===== config.mk =====
export PLATFORM = sky130hd
export DESIGN_NAME = regfile_mp
export DESIGN_NICKNAME = d
export VERILOG_FILES = /design/src/rtl/regfile_mp.sv
export SDC_FILE = /design/constraint.sdc
export NUM_CORES = 2
export LEC_CHECK = 0
export CORE_MARGIN = 5
export CORE_UTILIZATION = 45
export DETAILED_ROUTE_END_ITERATION = 8
export GPL_TIMING_DRIVEN = 1
export PLACE_DENSITY = 0.6
export SKIP_LAST_GASP = 1
export SYNTH_ARGS = -nofsm -noshare
export SYNTH_HDL_FRONTEND = slang
export SYNTH_SLANG_ARGS = --single-unit

===== constraint.sdc =====
create_clock -name clk -period 40.1 [get_ports clk]
set_clock_uncertainty 0.15 [all_clocks]
set_input_delay 4.01 -clock clk [delete_from_list [all_inputs] [get_ports clk]]
set_output_delay 4.01 -clock clk [all_outputs]
set_load 0.01 [all_outputs]

===== src/rtl/regfile_mp.sv =====
// Multi-port integer register file with registered reads, same-cycle write
// forwarding and a per-register busy scoreboard for pending writebacks.
module regfile_mp #(
    parameter int unsigned XLEN     = 32,
    parameter int unsigned NREGS    = 32,
    parameter int unsigned NRD      = 2,
    parameter int unsigned NWR      = 1,
    parameter int unsigned ZERO_REG = 1,
    localparam int unsigned AW      = $clog2(NREGS)
) (
    input  logic                clk,
    input  logic                rst,
    input  logic [NRD*AW-1:0]   rs_addr_in,
    output logic [NRD*XLEN-1:0] rs_data_out,
    output logic [NRD-1:0]      rs_busy_out,
    input  logic [NWR-1:0]      rd_we_in,
    input  logic [NWR*AW-1:0]   rd_addr_in,
    input  logic [NWR*XLEN-1:0] rd_data_in,
    input  logic                rsv_we_in,
    input  logic [AW-1:0]       rsv_addr_in,
    output logic [NREGS-1:0]    busy_vec_out
);

    logic [XLEN-1:0]  regs     [NREGS];
    logic [XLEN-1:0]  reg_nxt  [NREGS];
    logic [NREGS-1:0] busy;
    logic [NREGS-1:0] busy_nxt;

    // Post-edge view of the file: ascending port order lets the highest
    // index win a collision; a reserve outranks a same-cycle writeback.
    always_comb begin
        for (int r = 0; r < int'(NREGS); r++) begin
            reg_nxt[r] = regs[r];
        end
        busy_nxt = busy;
        for (int j = 0; j < int'(NWR); j++) begin
            if (rd_we_in[j]) begin
                reg_nxt[rd_addr_in[j*AW +: AW]]  = rd_data_in[j*XLEN +: XLEN];
                busy_nxt[rd_addr_in[j*AW +: AW]] = 1'b0;
            end
        end
        if (rsv_we_in) begin
            busy_nxt[rsv_addr_in] = 1'b1;
        end
        if (ZERO_REG != 0) begin
            reg_nxt[0]  = '0;
            busy_nxt[0] = 1'b0;
        end
    end

    always_ff @(posedge clk or posedge rst) begin
        if (rst) begin
            for (int r = 0; r < int'(NREGS); r++) begin
                regs[r] <= '0;
            end
            busy <= '0;
        end else begin
            for (int r = 0; r < int'(NREGS); r++) begin
                regs[r] <= reg_nxt[r];
            end
            busy <= busy_nxt;
        end
    end

    // Read ports sample the post-edge view so data and busy stay coherent.
    always_ff @(posedge clk or posedge rst) begin
        if (rst) begin
            rs_data_out <= '0;
            rs_busy_out <= '0;
        end else begin
            for (int i = 0; i < int'(NRD); i++) begin
                rs_data_out[i*XLEN +: XLEN] <= reg_nxt[rs_addr_in[i*AW +: AW]];
                rs_busy_out[i]              <= busy_nxt[rs_addr_in[i*AW +: AW]];
            end
        end
    end

    assign busy_vec_out = busy;

endmodule


# Word level (Yosys, flattened, before mapping)
# Cells that the tools add are included.
# op_classes
addsub	0
mul	0
div_mod_pow	0
n_lt_le_gt_ge	10
n_eq_ne	0
n_shift	0
mux	20
n_bitwise	6
reduce_logical	3
# ops
operator	n
1024-bit bitwise mux	1
992-bit 2-to-1 mux	1
32-bit binary-select mux with 5-bit select	2
32-bit 2-to-1 mux	7
32-bit demux with 5-bit select	1
32-bit AND	1
32-bit inverter	1
32-bit OR	1
5-bit by 6-bit < comparator with 1-bit output, second input constant	4
6-bit greater-or-equal comparator, second input constant	3
5-bit inverter with 6-bit output	3
1-bit binary-select mux with 5-bit select	2
1-bit demux with 5-bit select	2
5-bit by 1-bit greater-or-equal comparator with 1-bit output, second input constant	2
6-bit by 1-bit < comparator with 1-bit output, second input constant	1
1-bit 2-to-1 mux	4
1-bit logical AND	3
# word_totals
regBits	1089
latchBits	0
mem_bits_rw	0
romBits	0
in_bits	56
out_inout_bits	98
word_cells	73
n_memories	0

# Logic depth before layout (Yosys ltp)
# depth
ltp_word	11
depth_mapped	13
ltp_nobuf	8

# Least setup slack after synthesis
# Ideal clock, no wire load.
# synth_timing
path_type	input -> register
start	input rd_addr_in[1]
end	register rs_data_out[2]
t_arrival_ns	6.092
required_ns	39.821
setup_slack_ns	33.729
path_stages	10
path_buffers	3
cell_sequence	buf_4 -> or2_1 -> buf_2 -> nor2_2 -> buf_2 -> mux2_2 -> a21oi_1 -> o31ai_1 -> or4_1 -> o41a_1
# synth_lines
item	line_no	text
start: declaration	17	input logic [NWR*AW-1:0] rd_addr_in,
end signal: indexed assignment	72	rs_data_out[i*XLEN +: XLEN] <= reg_nxt[rs_addr_in[i*AW +: AW]];
end: declaration	14	output logic [NRD*XLEN-1:0] rs_data_out,

# Worst setup path in the final report
# layout_timing
start	input rd_we_in
end	register rs_data_out[31]
# layout_via
elab_chain_cells	4
# layout_rtl
item	line_no	text
start: declaration	16	input logic [NWR-1:0] rd_we_in,
992-bit 2-to-1 mux	37	if (rd_we_in[j]) begin
32-bit binary-select mux with 5-bit select	72	
32-bit 2-to-1 mux (not written as such) (2 in a row)	72	
# Every way passes these cells. The select of a mux whose other input is x is not followed.

==> results.sh <==
export IMPL_status="finished, final reports clean"
export IMPL_synth_cell_types=92
export IMPL_wire_per_inst_um=38.7
export IMPL_firstDrtPassIters=9
export IMPL_cts_resized=0
export IMPL_met2_usage=0.540
export IMPL_grt_antenna_before_repair=27
export IMPL_yosysMostFrequentCell="dfrtp_1"
export IMPL_grt_max_degree=153
export IMPL_cts_htree_levels=3
export IMPL_num_rows=131
export IMPL_ys_seq_area_frac=0.472
export IMPL_cts_sinks=1089
export IMPL_end_kind="register"
export IMPL_crit_required_ps=40510
export IMPL_yosysWarnings=0
export IMPL_drc=0
export IMPL_clk_pin_slew_ps=60
export IMPL_synth_top_cells_by_count="dfrtp_1 (1089), nand2_1 (585), mux2_2 (502)"
export IMPL_tns_ps=0
export IMPL_critPathArrivalTime_ps=9060
export IMPL_io_pins=154
export IMPL_synth_edff_count=0
export IMPL_met1_usage=0.540
export IMPL_post_cts_buffers=0
export IMPL_drive_above_1_share=0.185
export IMPL_drv_cap=0
export IMPL_via_per_inst=7.44
export IMPL_setup_viol=0
export IMPL_period_share=0.216
export IMPL_timing_final_ws_setup_ps=31440
export IMPL_syn_inst=5815
export IMPL_die_area_um2=136000
export IMPL_min_path_type="reg2reg"
export IMPL_synth_top_area_share=0.472
export IMPL_final_nets=5819
export IMPL_slew_viol_final=0
export IMPL_track_usage=0.415
export IMPL_synth_seq_cells=1089
export IMPL_syn_area_um2=57700
export IMPL_fp_dieH_um=368
export IMPL_place_ws_ps=31050
export IMPL_die_x_um=368
export IMPL_p_per_area_nw_per_um2=51.0
export IMPL_fillers=11700
export IMPL_drt_total_wl_um=292000
export IMPL_placed_cell_area_um2=60900
export IMPL_slew_headroom=0.0159
export IMPL_cts_tree="done"
export IMPL_grt_overflow_total=0
export IMPL_vdd_drop_max_mv=0.0367
export IMPL_place_port_buffers=152
export IMPL_rsz0062_at_grt="false"
export IMPL_clk_path_buf_depth=3
export IMPL_period_needed_ps=8660
export IMPL_cts_buffers=121
export IMPL_initial_core_util=0.453
export IMPL_place_gp_congestion=1.02
export IMPL_syn_to_final_growth_pct=12.7
export IMPL_yosysTopAreaCell="dfrtp_1"
export IMPL_worst_setup_path_type="in2reg"
export IMPL_vias=56100
export IMPL_top_usage_layer="met1"
export IMPL_met3_usage=0.200
export IMPL_ys_top_cells_by_area="dfrtp_1 (47%), mux2_2 (9.8%), mux2i_1 (4.7%), o22ai_1 (4.2%), nand2_1 (3.8%)"
export IMPL_p_leak_nw=30.5
export IMPL_fp_coreArea_um2=128000
export IMPL_syn_nets=5871
export IMPL_cts_root_buf="clkbuf_16"
export IMPL_grt_pass1_vias=52500
export IMPL_fmax_mhz=115
export IMPL_first_iter_violations=10800
export IMPL_cts_hold_buffers=0
export IMPL_cp_max_fo=23
export IMPL_clk_latency_ps=780
export IMPL_ant_nets=0
export IMPL_final_cell_area_um2=65100
export IMPL_ys_flop_type="dfrtp_1"
export IMPL_finalHoldViolCount=0
export IMPL_worstMarginPinSlew_ps=1470
export IMPL_p_total_w=0.00332
export IMPL_hpwlAfterDp_um=181000
export IMPL_syn_avg_cell_area_um2=9.93
export IMPL_synthArstFlopShare=1.00
export IMPL_grt_first_pass_wirelength_um=405000
export IMPL_start_kind="primary input"
## kinds of logic after synthesis
family | count (synthesis) | share of synthesized area
buffers and inverters | 809 | 0.0576
AOI/OAI and AO/OA | 1631 | 0.187
muxes | 829 | 0.165
other | 1 | 0.0000649
xor gates and xnor gates | 4 | 0.000607
and+or+nand+nor | 1452 | 0.117
DFF | 1089 | 0.472
## cell type report
| type | instances | area (µm²) | area share |
|---|---|---|---|
| Sequential cell | 1089 | 27300 | 0.419 |
| Clock buffer | 190 | 3730 | 0.0573 |
| Inverter | 253 | 957 | 0.0147 |
| Clock inverter | 32 | 369 | 0.00567 |
| Antenna cell | 24 | 60.1 | 0.000923 |
| Tap cell | 1662 | 2080 | 0.0320 |
| Multi-Input combinational cell | 3917 | 27400 | 0.421 |
| Timing Repair Buffer | 381 | 3250 | 0.0499 |
## path summary, 6_finish.rpt
| check | startpoint | end | slack [ps] | cells after the start |
|---|---|---|---|---|
| max | rd_we_in | rs_data_out[31] | 31440 | 8 |
| min | regs[793] | regs[793] | 330 | 2 |
| max reg2reg | regs[799] | rs_data_out[31] | 37540 | 5 |
| min reg2reg | regs[793] | regs[793] | 330 | 2 |
| max in group asynchronous | rst | regs[880] | 32840 | 5 |
| min in group asynchronous | rst | regs[7] | 3680 | 2 |
## report_power, final
group | total (W) | switching, W | internal (W)
Combinational | 0.000762 | 0.000479 | 0.000283
Clock | 0.00117 | 0.000495 | 0.000678
Sequential | 0.00138 | 0.0000787 | 0.00130
## routing by layer
layer	part of all wire	routed length, µm	vias to the layer above
li1	-	-	21500
met1	0.37	108000	27700
met2	0.38	111000	5526
met3	0.16	48100	1430
met4	0.082	24100	26
met5	0.0025	724	-
## sequential cells by signal (all words and copies together) (netlist names)
signal / count
regs: 992
rs_data_out: 64
rs_busy_out: 2
busy_vec_out: 31
## cells in the final DEF, fill, tap and decap left out, types with 32 or more instances in the layout
cell type and instances:
a22o_1 41, clkbuf_16 123, o22ai_1 387, or3_1 32, a21oi_1 191, buf_4 230, a221oi_1 34, a211oi_1 53
o211ai_1 55, inv_1 248, clkdlybuf4s50_1 141, a22oi_1 70, clkbuf_8 41, a31oi_1 70, mux4_2 47, o221ai_1 39
dfrtp_1 1089, nor2_1 222, nor4_1 41, nor3_1 175, mux2i_1 270, nand3_1 200, nand2_1 571, o21ai_0 359
mux2_2 502
## through the flow
step	util	std cells	hold slack [ps]
after floorplan	-	5815	292
after global placement	0.478	7302	302
after detailed placement	0.478	7302	320
after CTS	0.510	7524	333
after global routing	0.510	7527	356
final	0.510	7548	334
## worst max-delay path, cell delays in order
cell	delay, ps
clkdlybuf4s50_1	850
and4bb_2	730
nand2_2	630
nand2_1	960
o22ai_1	360
nor3_1	100
a2111oi_0	1160
a22oi_1	210
No activity file was read; power rests on OpenSTA's default activity.
